<file path="config.mk">
export PLATFORM = sky130hd
export DESIGN_NAME = fmc_apb_mailbox_flat
export DESIGN_NICKNAME = d
export VERILOG_FILES = /design/src/rtl/fmc_apb_mailbox_pkg.sv /design/src/rtl/fmc_apb_mailbox_if.sv /design/src/rtl/fmc_apb_mailbox_sync_fifo.sv /design/src/rtl/fmc_apb_mailbox.sv /design/src/flat_wrapper.sv
export SDC_FILE = /design/constraint.sdc
export NUM_CORES = 2
export LEC_CHECK = 0
export ABC_AREA = 1
export CAP_MARGIN = 25
export CELL_PAD_IN_SITES_DETAIL_PLACEMENT = 0
export CELL_PAD_IN_SITES_GLOBAL_PLACEMENT = 2
export CORE_UTILIZATION = 30
export DETAILED_ROUTE_END_ITERATION = 16
export PLACE_DENSITY = 0.65
export SKIP_LAST_GASP = 1
export SLEW_MARGIN = 15
export SYNTH_ARGS = -nofsm -noshare
export SYNTH_HDL_FRONTEND = slang
export SYNTH_SLANG_ARGS = --single-unit
</file>
<file path="constraint.sdc">
create_clock -name pclk -period 4.8 [get_ports pclk]
set_clock_uncertainty 0.05 [all_clocks]
set_input_delay 0.96 -clock pclk [delete_from_list [all_inputs] [get_ports pclk]]
set_output_delay 0.96 -clock pclk [all_outputs]
set_load 0.02 [all_outputs]
</file>
<file path="src/rtl/fmc_apb_mailbox_pkg.sv">
// Shared constants for the FMC/APB mailbox: register offsets and field positions.
package fmc_mailbox_pkg;

  // Register offsets within the 16-byte page (paddr[3:0] with [1:0] masked)
  localparam logic [3:0] OFF_TX_DATA = 4'h0;
  localparam logic [3:0] OFF_RX_DATA = 4'h4;
  localparam logic [3:0] OFF_STATUS  = 4'h8;
  localparam logic [3:0] OFF_CTRL    = 4'hC;

  // STATUS field positions
  localparam int ST_TX_LEVEL_LSB = 0;
  localparam int ST_RX_LEVEL_LSB = 16;
  localparam int LEVEL_FIELD_W   = 9;
  localparam int ST_TX_FULL      = 28;
  localparam int ST_TX_EMPTY     = 29;
  localparam int ST_RX_FULL      = 30;
  localparam int ST_RX_EMPTY     = 31;

  // CTRL bit positions
  localparam int CTRL_TX_FLUSH   = 0;
  localparam int CTRL_RX_FLUSH   = 1;
  localparam int CTRL_RX_IRQ_EN  = 2;

endpackage

</file>
<file path="src/rtl/fmc_apb_mailbox_if.sv">
// APB completer bus plus the TX/RX fabric streams of the mailbox.
interface fmc_apb_mailbox_if #(
  parameter int ADDR_WIDTH = 16
);
  logic                  psel;
  logic                  penable;
  logic                  pwrite;
  logic [ADDR_WIDTH-1:0] paddr;
  logic [31:0]           pwdata;
  logic [3:0]            pstrb;
  logic                  pready;
  logic [31:0]           prdata;
  logic                  pslverr;
  logic                  tx_valid;
  logic [31:0]           tx_data;
  logic                  tx_ready;
  logic                  rx_valid;
  logic [31:0]           rx_data;
  logic                  rx_ready;

  // Mailbox side
  modport slave (
    input  psel, penable, pwrite, paddr, pwdata, pstrb, tx_ready, rx_valid, rx_data,
    output pready, prdata, pslverr, tx_valid, tx_data, rx_ready
  );

  // Bus master / fabric side
  modport master (
    output psel, penable, pwrite, paddr, pwdata, pstrb, tx_ready, rx_valid, rx_data,
    input  pready, prdata, pslverr, tx_valid, tx_data, rx_ready
  );
endinterface

</file>
<file path="src/rtl/fmc_apb_mailbox_sync_fifo.sv">
// Single-clock FIFO with LUT-RAM storage and first-word-fall-through head.
// Flush clears pointers and level and overrides any same-edge push or pop.
module mailbox_sync_fifo #(
  parameter  int WIDTH = 32,
  parameter  int DEPTH = 32,
  localparam int PTR_W = $clog2(DEPTH),
  localparam int LVL_W = PTR_W + 1
) (
  input  logic             clk,
  input  logic             rst_n,
  input  logic             push_i,
  input  logic [WIDTH-1:0] push_data_i,
  input  logic             pop_i,
  input  logic             flush_i,
  output logic [WIDTH-1:0] head_o,
  output logic [LVL_W-1:0] level_o,
  output logic             full_o,
  output logic             empty_o
);

  logic [WIDTH-1:0] mem_q [DEPTH];
  logic [PTR_W-1:0] wr_ptr_q, wr_ptr_d;
  logic [PTR_W-1:0] rd_ptr_q, rd_ptr_d;
  logic [LVL_W-1:0] level_q, level_d;
  logic             push_ok;
  logic             pop_ok;

  assign full_o  = (level_q == LVL_W'(DEPTH));
  assign empty_o = (level_q == '0);
  assign level_o = level_q;
  assign head_o  = mem_q[rd_ptr_q];

  // Requests against a full/empty FIFO are ignored rather than corrupting state
  assign push_ok = push_i & ~full_o;
  assign pop_ok  = pop_i & ~empty_o;

  // Next pointers and level; flush wins over everything, simultaneous push+pop keeps level
  always_comb begin
    wr_ptr_d = wr_ptr_q;
    rd_ptr_d = rd_ptr_q;
    level_d  = level_q;
    if (flush_i) begin
      wr_ptr_d = '0;
      rd_ptr_d = '0;
      level_d  = '0;
    end else begin
      if (push_ok) wr_ptr_d = wr_ptr_q + PTR_W'(1);
      if (pop_ok)  rd_ptr_d = rd_ptr_q + PTR_W'(1);
      unique case ({push_ok, pop_ok})
        2'b10:   level_d = level_q + LVL_W'(1);
        2'b01:   level_d = level_q - LVL_W'(1);
        default: level_d = level_q;
      endcase
    end
  end

  // Pointer and level registers
  always_ff @(posedge clk or negedge rst_n) begin
    if (!rst_n) begin
      wr_ptr_q <= '0;
      rd_ptr_q <= '0;
      level_q  <= '0;
    end else begin
      wr_ptr_q <= wr_ptr_d;
      rd_ptr_q <= rd_ptr_d;
      level_q  <= level_d;
    end
  end

  // Storage write; contents need no reset since level gates visibility
  always_ff @(posedge clk) begin
    if (push_ok && !flush_i) mem_q[wr_ptr_q] <= push_data_i;
  end

endmodule

</file>
<file path="src/rtl/fmc_apb_mailbox.sv">
// MCU<->fabric mailbox on APB: TX FIFO drained as a stream, RX FIFO filled by a stream,
// with STATUS, CTRL (flush / irq enable) and a level RX-not-empty interrupt.
module fmc_apb_mailbox
  import fmc_mailbox_pkg::*;
#(
  parameter int DEPTH      = 32,
  parameter int ADDR_WIDTH = 16
) (
  input  logic               pclk,
  input  logic               preset_n,
  fmc_apb_mailbox_if.slave   bus,
  output logic               irq
);

  localparam int LVL_W = $clog2(DEPTH) + 1;

  logic             setup, access;
  logic             in_page;
  logic [3:0]       reg_off;
  logic [31:0]      prdata_q, prdata_d;
  logic             pslverr_q, pslverr_d;
  logic             xfer_q;
  logic             irq_en_q;
  logic             irq_q;
  logic             rx_ready_q;
  logic             rx_full_d;
  logic [31:0]      status;

  logic             wr_commit, tx_push, ctrl_wr, rx_pop, rx_push_hs;
  logic             tx_flush, rx_flush;

  logic [31:0]      tx_head, rx_head;
  logic [LVL_W-1:0] tx_level, rx_level;
  logic             tx_full, tx_empty, rx_full, rx_empty;

  assign setup   = bus.psel & ~bus.penable;
  assign access  = bus.psel & bus.penable;
  assign in_page = (bus.paddr[ADDR_WIDTH-1:4] == '0);
  assign reg_off = bus.paddr[3:0] & 4'hC;

  assign bus.pready  = access;
  assign bus.prdata  = prdata_q;
  assign bus.pslverr = pslverr_q;
  assign bus.rx_ready = rx_ready_q;
  assign bus.tx_valid = ~tx_empty;
  assign bus.tx_data  = tx_head;
  assign irq          = irq_q;

  // STATUS word assembled from both FIFOs' occupancy
  always_comb begin
    status = '0;
    status[ST_TX_LEVEL_LSB +: LEVEL_FIELD_W] = LEVEL_FIELD_W'(tx_level);
    status[ST_RX_LEVEL_LSB +: LEVEL_FIELD_W] = LEVEL_FIELD_W'(rx_level);
    status[ST_TX_FULL]  = tx_full;
    status[ST_TX_EMPTY] = tx_empty;
    status[ST_RX_FULL]  = rx_full;
    status[ST_RX_EMPTY] = rx_empty;
  end

  // Setup-phase decode: error decision and read data, both sampled at the setup edge
  always_comb begin
    pslverr_d = 1'b0;
    prdata_d  = '0;
    if (!in_page) begin
      pslverr_d = 1'b1;
    end else begin
      unique case (reg_off)
        OFF_TX_DATA: pslverr_d = ~bus.pwrite | (bus.pstrb != 4'hF) | tx_full;
        OFF_RX_DATA: begin
          if (bus.pwrite || rx_empty) pslverr_d = 1'b1;
          else                        prdata_d  = rx_head;
        end
        OFF_STATUS: begin
          if (bus.pwrite) pslverr_d = 1'b1;
          else            prdata_d  = status;
        end
        OFF_CTRL: begin
          if (!bus.pwrite) prdata_d[CTRL_RX_IRQ_EN] = irq_en_q;
        end
        default: pslverr_d = 1'b1;
      endcase
    end
  end

  // Registered response; xfer_q marks a setup seen since reset so a torn transfer never commits
  always_ff @(posedge pclk or negedge preset_n) begin
    if (!preset_n) begin
      prdata_q  <= '0;
      pslverr_q <= 1'b0;
      xfer_q    <= 1'b0;
    end else if (setup) begin
      prdata_q  <= pslverr_d ? 32'h0 : prdata_d;
      pslverr_q <= pslverr_d;
      xfer_q    <= 1'b1;
    end else if (access) begin
      xfer_q    <= 1'b0;
    end
  end

  // Side effects commit on the access edge only when the setup decode raised no error
  assign wr_commit = access & xfer_q & ~pslverr_q & bus.pwrite & in_page;
  assign tx_push   = wr_commit & (reg_off == OFF_TX_DATA);
  assign ctrl_wr   = wr_commit & (reg_off == OFF_CTRL) & bus.pstrb[0];
  assign rx_pop    = access & xfer_q & ~pslverr_q & ~bus.pwrite & in_page &
                     (reg_off == OFF_RX_DATA);
  assign tx_flush  = ctrl_wr & bus.pwdata[CTRL_TX_FLUSH];
  assign rx_flush  = ctrl_wr & bus.pwdata[CTRL_RX_FLUSH];
  assign rx_push_hs = bus.rx_valid & rx_ready_q;

  // RX full after this edge, so rx_ready can be registered without overrunning the FIFO
  assign rx_full_d = ~rx_flush &
                     (rx_full ? ~rx_pop
                              : ((rx_level == LVL_W'(DEPTH - 1)) & rx_push_hs & ~rx_pop));

  // CTRL enable bit, registered rx_ready and interrupt
  always_ff @(posedge pclk or negedge preset_n) begin
    if (!preset_n) begin
      irq_en_q   <= 1'b0;
      rx_ready_q <= 1'b0;
      irq_q      <= 1'b0;
    end else begin
      if (ctrl_wr) irq_en_q <= bus.pwdata[CTRL_RX_IRQ_EN];
      rx_ready_q <= ~rx_full_d;
      irq_q      <= irq_en_q & ~rx_empty;
    end
  end

  mailbox_sync_fifo #(.WIDTH(32), .DEPTH(DEPTH)) u_tx_fifo (
    .clk         (pclk),
    .rst_n       (preset_n),
    .push_i      (tx_push),
    .push_data_i (bus.pwdata),
    .pop_i       (bus.tx_ready & ~tx_empty),
    .flush_i     (tx_flush),
    .head_o      (tx_head),
    .level_o     (tx_level),
    .full_o      (tx_full),
    .empty_o     (tx_empty)
  );

  mailbox_sync_fifo #(.WIDTH(32), .DEPTH(DEPTH)) u_rx_fifo (
    .clk         (pclk),
    .rst_n       (preset_n),
    .push_i      (rx_push_hs),
    .push_data_i (bus.rx_data),
    .pop_i       (rx_pop),
    .flush_i     (rx_flush),
    .head_o      (rx_head),
    .level_o     (rx_level),
    .full_o      (rx_full),
    .empty_o     (rx_empty)
  );

endmodule

</file>
<file path="src/flat_wrapper.sv">
// flat-port wrapper written by rule: the top's interface ports become plain ports
module fmc_apb_mailbox_flat import fmc_mailbox_pkg::*;
#(
  parameter int DEPTH      = 32,
  parameter int ADDR_WIDTH = 16
)
  (pclk, preset_n, irq, bus_psel, bus_penable, bus_pwrite, bus_paddr, bus_pwdata, bus_pstrb, bus_tx_ready, bus_rx_valid, bus_rx_data, bus_pready, bus_prdata, bus_pslverr, bus_tx_valid, bus_tx_data, bus_rx_ready);
  fmc_apb_mailbox_if #(.ADDR_WIDTH(ADDR_WIDTH)) bus_i ();
  input  logic pclk;
  input  logic preset_n;
  output logic irq;
  input wire logic [$bits(bus_i.psel)-1:0] bus_psel;
  input wire logic [$bits(bus_i.penable)-1:0] bus_penable;
  input wire logic [$bits(bus_i.pwrite)-1:0] bus_pwrite;
  input wire logic [$bits(bus_i.paddr)-1:0] bus_paddr;
  input wire logic [$bits(bus_i.pwdata)-1:0] bus_pwdata;
  input wire logic [$bits(bus_i.pstrb)-1:0] bus_pstrb;
  input wire logic [$bits(bus_i.tx_ready)-1:0] bus_tx_ready;
  input wire logic [$bits(bus_i.rx_valid)-1:0] bus_rx_valid;
  input wire logic [$bits(bus_i.rx_data)-1:0] bus_rx_data;
  output wire logic [$bits(bus_i.pready)-1:0] bus_pready;
  output wire logic [$bits(bus_i.prdata)-1:0] bus_prdata;
  output wire logic [$bits(bus_i.pslverr)-1:0] bus_pslverr;
  output wire logic [$bits(bus_i.tx_valid)-1:0] bus_tx_valid;
  output wire logic [$bits(bus_i.tx_data)-1:0] bus_tx_data;
  output wire logic [$bits(bus_i.rx_ready)-1:0] bus_rx_ready;
  assign bus_i.psel = bus_psel;
  assign bus_i.penable = bus_penable;
  assign bus_i.pwrite = bus_pwrite;
  assign bus_i.paddr = bus_paddr;
  assign bus_i.pwdata = bus_pwdata;
  assign bus_i.pstrb = bus_pstrb;
  assign bus_i.tx_ready = bus_tx_ready;
  assign bus_i.rx_valid = bus_rx_valid;
  assign bus_i.rx_data = bus_rx_data;
  assign bus_pready = bus_i.pready;
  assign bus_prdata = bus_i.prdata;
  assign bus_pslverr = bus_i.pslverr;
  assign bus_tx_valid = bus_i.tx_valid;
  assign bus_tx_data = bus_i.tx_data;
  assign bus_rx_ready = bus_i.rx_ready;
  fmc_apb_mailbox #(.DEPTH(DEPTH), .ADDR_WIDTH(ADDR_WIDTH)) u_core (.pclk(pclk), .preset_n(preset_n), .bus(bus_i), .irq(irq));
endmodule
</file>
**Word level (Yosys, flattened, before mapping)**

Memory sizes are Yosys's and may differ from the RTL's.
Index checks and enable logic that the tools add are counted.

- Flip-flop bits (word level): 69
- Bits in latches: 0
- Memory bits (writable): 2048
- ROM bits: 0
- Input port bits: 91
- Output and inout bits: 69
- Word-level logic and storage cells: 116
- Memories: 2

- Add/subtract/negate cells: 8
- $mul: 0
- Divide/modulo/power cells: 0
- Magnitude comparators: 0
- Equality and inequality tests: 11
- Shifts and indexed selects: 0
- Muxes and demuxes: 31
- Bitwise logic cells: 36
- Reductions and logical operators: 16

Memories:

| name | words | bits a word | read ports | clocked after Yosys merged registers in | wr ports | RTL line | source |
|---|---|---|---|---|---|---|---|
| u_core.u_rx_fifo.mem_q | 32 | 32 | 1 | 0 | 1 | fmc_apb_mailbox_sync_fifo.sv:21 | `logic [WIDTH-1:0] mem_q [DEPTH];` |
| u_core.u_tx_fifo.mem_q | 32 | 32 | 1 | 0 | 1 | fmc_apb_mailbox_sync_fifo.sv:21 |  |

Operator list:

| kind | number |
|---|---|
| $mux W32 | 4 |
| $pmux W29 S2 | 1 |
| $mux W5 | 8 |
| $and A1 B1 Y1 | 24 |
| $pmux W6 S2 | 2 |
| $add A5 B1 Y5 const B | 4 |
| $add A6 B1 Y6 const B | 2 |
| $eq A6 B6 Y1 const B | 2 |
| $logic_not A12 Y1 | 1 |
| $logic_not A6 Y1 | 2 |
| $mux W6 | 2 |
| $sub A6 B1 Y6 const B | 2 |
| $mux W1 | 11 |
| $not A1 Y1 | 10 |
| $reduce_bool A2 Y1 | 5 |
| $eq A2 B2 Y1 const B | 4 |
| $eq A2 B1 Y1 const B | 3 |
| $eq A6 B5 Y1 const B | 1 |
| $reduce_bool A3 Y1 | 2 |
| $logic_not A4 Y1 | 1 |
| $ne A4 B4 Y1 const B | 1 |
| $pmux W1 S4 | 1 |
| $pmux W2 S2 | 1 |
| $pmux W1 S3 | 1 |
| 4 further kinds | 7 |

**Logic depth before layout (Yosys ltp)**

- Word-level depth: 12
- Depth in mapped cells: 19
- Gate-level depth less buffers: 18

**By module**

Synthesis repeated with hierarchy kept, for this count alone.

- Cell total of the unflattened synthesis: 7320
- Area total of the unflattened synthesis: 86580.5 um2

Modules (own cells, without submodules):

| module | instances | cells an instance | area each (um2) | seq. area each (um2) |
|---|---|---|---|---|
| mailbox_sync_fifo (u_core.u_rx_fifo) | 1 | 3497 | 42188.0 | 31149.9 |
| mailbox_sync_fifo (u_core.u_tx_fifo) | 1 | 3496 | 42161.7 | 31149.9 |
| fmc_apb_mailbox | 1 | 327 | 2230.9 | 925.9 |

**Worst setup path before layout**

No wires, ideal clock.

- Path kind: input to register
- Start: input port bus_paddr[9]
- End: memory u_core.u_tx_fifo.mem_q[0][0], enable pin
- Setup time: 421 ps
- Data arrival time: 3497 ps
- Required time: 4329 ps
- Path slack: 832 ps
- Stages on the path: 9
- Buffers on the path: 0
- Cell sequence: nor2_1 > nand2_1 > nor2_1 > nand2_1 > nor3_4 > nand2_1 > clkinv_2 > nand3_4 > nor2_1

- Cells in the longest elaborated chain, start to end: 9
- Elaborated cells between the ends (all ways): 11
- Classes of those cells: mux: 2; bitwise: 6; reduce/logical: 3

Ends and longest elaborated chain:

| item | RTL line | source |
|---|---|---|
| start, declared | flat_wrapper.sv:15 | `input wire logic [$bits(bus_i.paddr)-1:0] bus_paddr;` |
| $logic_not A12 Y1 * | fmc_apb_mailbox.sv:38 | `assign in_page = (bus.paddr[ADDR_WIDTH-1:4] == '0);` |
| $and A1 B1 Y1 * | fmc_apb_mailbox.sv:101 | `assign wr_commit = access & xfer_q & ~pslverr_q & bus.pwrite & in_page;` |
| $and A1 B1 Y1 (2 in a row) | fmc_apb_mailbox.sv:103 | `assign ctrl_wr = wr_commit & (reg_off == OFF_CTRL) & bus.pstrb[0];` |
| $and A1 B1 Y1 | fmc_apb_mailbox.sv:106 | `assign tx_flush = ctrl_wr & bus.pwdata[CTRL_TX_FLUSH];` |
| $logic_not A1 Y1 | fmc_apb_mailbox_sync_fifo.sv:72 | `if (push_ok && !flush_i) mem_q[wr_ptr_q] <= push_data_i;` |
| $logic_and A1 B1 Y1 * | fmc_apb_mailbox_sync_fifo.sv:72 |  |
| $mux W1 * | fmc_apb_mailbox_sync_fifo.sv:72 |  |
| $mux W1 (not written as such) * | fmc_apb_mailbox_sync_fifo.sv:72 |  |
| end, declared | fmc_apb_mailbox_sync_fifo.sv:21 |  |

Every way passes the cells marked *; elsewhere a longest branch is shown, timed or not.

**Final worst setup path**

- Start: register u_core.u_tx_fifo.rd_ptr_q[1]
- End: output port bus_tx_data[13]

- Cells in the longest elaborated chain, start to end: 1

Ends and longest elaborated chain:

| item | RTL line | source |
|---|---|---|
| start, declared | fmc_apb_mailbox_sync_fifo.sv:23 | `logic [PTR_W-1:0] rd_ptr_q, rd_ptr_d;` |
| start signal, assigned | fmc_apb_mailbox_sync_fifo.sv:65 | `rd_ptr_q <= rd_ptr_d;` |
| $mem_v2 Z32 W32 | n/a |  |
| end, declared | flat_wrapper.sv:25 | `output wire logic [$bits(bus_i.tx_data)-1:0] bus_tx_data;` |

No other way between the ends.

==> run summary <==
Final Max Tran Viols -> 0
WL final -> 264000 um
Crit path launch type -> register
Max Fclk -> 214 MHz
First-pass GRT wire length -> 381000 um
Clk_lat worst skew -> 0.93 ns
Routed vias/inst -> 4.86
Yosys cell types -> 39
Normalized max-slew margin -> 21.8%
Worst Path Class, Setup -> register to primary output
Clock Root Buffer -> clkbuf_16
#FFs+latches synth -> 2117
CTS Buffer Depth -> 4
DR WL/cell -> 23.3 um
Worst Hold Path EP -> u_core.bus.prdata[28]
Mean Syn Cell Area -> 12.0 um2
Reg2Reg Depth -> 12
Least-Margin Pin Slew -> 1.17 ns
Vias in the first global route -> 53643
I/O pin cnt -> 160
Worst setup margin -> 0.131 ns
Synth Net Count -> 7274
Final worst-path cycle share -> 97.3%
Starting Density -> 30.3%
Post-route ant nets -> 0
Fillers -> 27399
Max-cap violations -> 0
Synth Warn # -> 0
Main flop type after synthesis -> edfxtp_1
Die area -> 288000 um2
Multi-input logic area -> 19900 um2
Most frequent cells in the layout -> edfxtp_1 (2048), nand2_1 (1274), nor2_1 (1077), o21ai_0 (781), nand3_1 (530)
LEAKAGE -> 34.9 nW
Width of the die -> 537 um
Tot GR Track Use -> 18.0%
Min Clock Period, post-route -> 4.67 ns
HP Start -> u_core.bus.prdata[28]
Global route overflow -> 0
Sink Count -> 2117
Area Growth Syn to Fin -> 18.8%
Die H -> 537 um
Largest net degree at the start of global routing -> 164
Nets -> 7510
CTS tree -> done
Final hold vios -> 0
Crit-path max FO -> 71
Final setup viols -> 0
Total CTS buffers -> 235
CP Data Required Time -> 3.79 ns
Hold depth -> 2
Total power -> 49.7 mW
GPL Wtd Cong -> 0.774
H-Tree Depth -> 4
Initial drt markers -> 4546
Ys async rst share -> 3.26%
Reg clk slew, reported paths -> 0.06 ns
Drt first pass iters -> 5
Critical Path AT -> 3.66 ns
Power Density -> 488 nW/um2
Hpwl dp -> 148000 um
Dpl ws -> 0.400 ns
Post-synth EDFFs -> 2048
Share of layout cells above drive strength 1 -> 9.27%
Synth Cell Area -> 85700 um2
Peak supply drop -> 0.000336 V
RR Startpoint -> u_core.u_tx_fifo.level_o[0]
Hold Crit Class -> register to register
Setup_tns -> 0 ns
Placement Rows -> 195
Sequential fraction of the synthesis area -> 73.8%
Vias -> 55102
Initial antenna violation count -> 16
Port bufs -> 157
Leading cell type in the layout, fill and taps excluded -> edfxtp_1
Reg-to-reg slack, setup -> 1.44 ns
Reg2reg end -> u_core.u_tx_fifo.level_o[4]
Endpoint class of the critical path -> primary output
Register Area -> 63300 um2
Post-detailed-placement cell area -> 94000 um2
Final cell area excluding filler cells -> 102000 um2
Core area -> 283000 um2
RSZ-0062 raised after global routing -> true
Status -> complete, no violations
Drt drc -> 0
Cells after Synth -> 7160
-- worst max path at each step --
| stage | from | endpoint | cells past startpoint | slack (ns) |
|---|---|---|---|---|
| 2_1_floorplan | bus_paddr[9] | u_core.u_tx_fifo.mem_q[0][0] | 9 | 0.83 |
| 4_1_cts | u_core.u_tx_fifo.rd_ptr_q[0] | bus_tx_data[19] | 9 | -0.03 |
| 6_report | u_core.u_tx_fifo.rd_ptr_q[1] | bus_tx_data[13] | 9 | 0.13 |
| 3_3_place_gp | bus_paddr[8] | u_core.u_rx_fifo.mem_q[23][15] | 13 | 0.33 |
| 5_1_grt | u_core.u_tx_fifo.rd_ptr_q[1] | bus_tx_data[23] | 9 | -0.04 |
| 3_5_place_dp | bus_paddr[9] | u_core.u_rx_fifo.mem_q[22][6] | 13 | 0.40 |
-- registers in the layout (all words and copies together) (netlist names) --
signal / cells
u_core.bus.rx_ready: 1
u_core.u_rx_fifo.wr_ptr_q: 5
u_core.u_rx_fifo.mem_q: 1024
u_core.xfer_q: 1
u_core.irq_en_q: 1
u_core.u_tx_fifo.wr_ptr_q: 5
u_core.u_tx_fifo.rd_ptr_q: 5
u_core.bus.prdata: 32
u_core.u_rx_fifo.rd_ptr_q: 5
u_core.u_rx_fifo.level_o: 6
u_core.bus.pslverr: 1
u_core.irq: 1
u_core.u_tx_fifo.level_o: 6
u_core.u_tx_fifo.mem_q: 1024
-- layout make-up --
class	count	area share [%]
tap	3743	4.60
clock buffer	309	6.18
antenna	7	0.0172
timing repair buffer	432	5.17
clock inverter	125	1.16
inverter	331	1.27
sequential	2117	62.1
timing repair inverter	1	0.0111
multi-input combinational	4278	19.5
-- critical path: stages (launching register included) --
cell,delay [ns]
dfrtp_4,0.59
buf_16,0.33
buf_4,0.29
o21ai_0,0.11
o211ai_1,0.20
nand3_1,0.26
nand3_1,0.27
o21ai_1,0.09
inv_1,0.06
clkdlybuf4s50_1,0.59
-- through the flow --
stage | cells | utilization [%] | hold WS (ns)
floorplan | 7160 | - | 0.409
global placement | 10856 | 33.0 | 0.419
detailed placement | 10879 | 33.2 | 0.414
CTS | 11314 | 35.8 | 0.430
global route | 11341 | 36.0 | 0.456
finish | 11343 | 36.0 | 0.424
-- where the power goes --
group,internal [mW],switching (mW),leakage [nW]
Sequential,20.8,0.308,19.3
Clock,10.3,7.39,3.65
Combinational,3.46,7.52,12.0
Total,34.5,15.2,34.9
-- cell families after synthesis --
logic type | after synthesis | synth area share (%)
DFF | 2117 | 73.8
buffers and inverters | 765 | 3.63
AOI/OAI and AO/OA | 1237 | 7.96
and+or+nand+nor | 3003 | 14.2
adders and majority gates | 23 | 0.336
xor gates and xnor gates | 15 | 0.153
-- cell usage after synthesis (5+ instances only) --
| master | count | area share (%) |
|---|---|---|
| o211ai_1 | 146 | 1.3 |
| o221ai_1 | 25 | 0.26 |
| buf_2 | 118 | 0.69 |
| o22ai_1 | 131 | 0.96 |
| nand3_4 | 5 | 0.10 |
| nand2_1 | 1275 | 5.6 |
| edfxtp_1 | 2048 | 72 |
| a21oi_1 | 115 | 0.67 |
| nand4_1 | 26 | 0.19 |
| o21ai_0 | 781 | 4.6 |
| o21ai_1 | 35 | 0.20 |
| nor3_1 | 10 | 0.058 |
| inv_1 | 324 | 1.4 |
| clkbuf_1 | 241 | 1.1 |
| xnor2_1 | 7 | 0.072 |
| nor2_1 | 1142 | 5.0 |
| nand3_1 | 531 | 3.1 |
| xor2_1 | 8 | 0.082 |
| ha_1 | 23 | 0.34 |
| buf_4 | 17 | 0.15 |
| dfrtp_1 | 69 | 2.0 |
| buf_1 | 54 | 0.24 |
-- per-layer routing --
layer	global-route usage [%]	vias to the layer above	share of wire, %
met3	1.87	333	4.1
met4	4.78	4	2.6
met1	24.9	27748	45
met5	0	-	0.0083
met2	30.0	1223	48
li1	-	25794	-
-- what timing repair did --
item,CTS,global route
hold buffers,1,0
buffers inserted,0,4
endpoints found under the hold margin,11,0
gates resized for setup,3,9
endpoints found under the setup margin,23,21
cloned,0,2
Note: power is estimated with default switching activity, not from simulation.
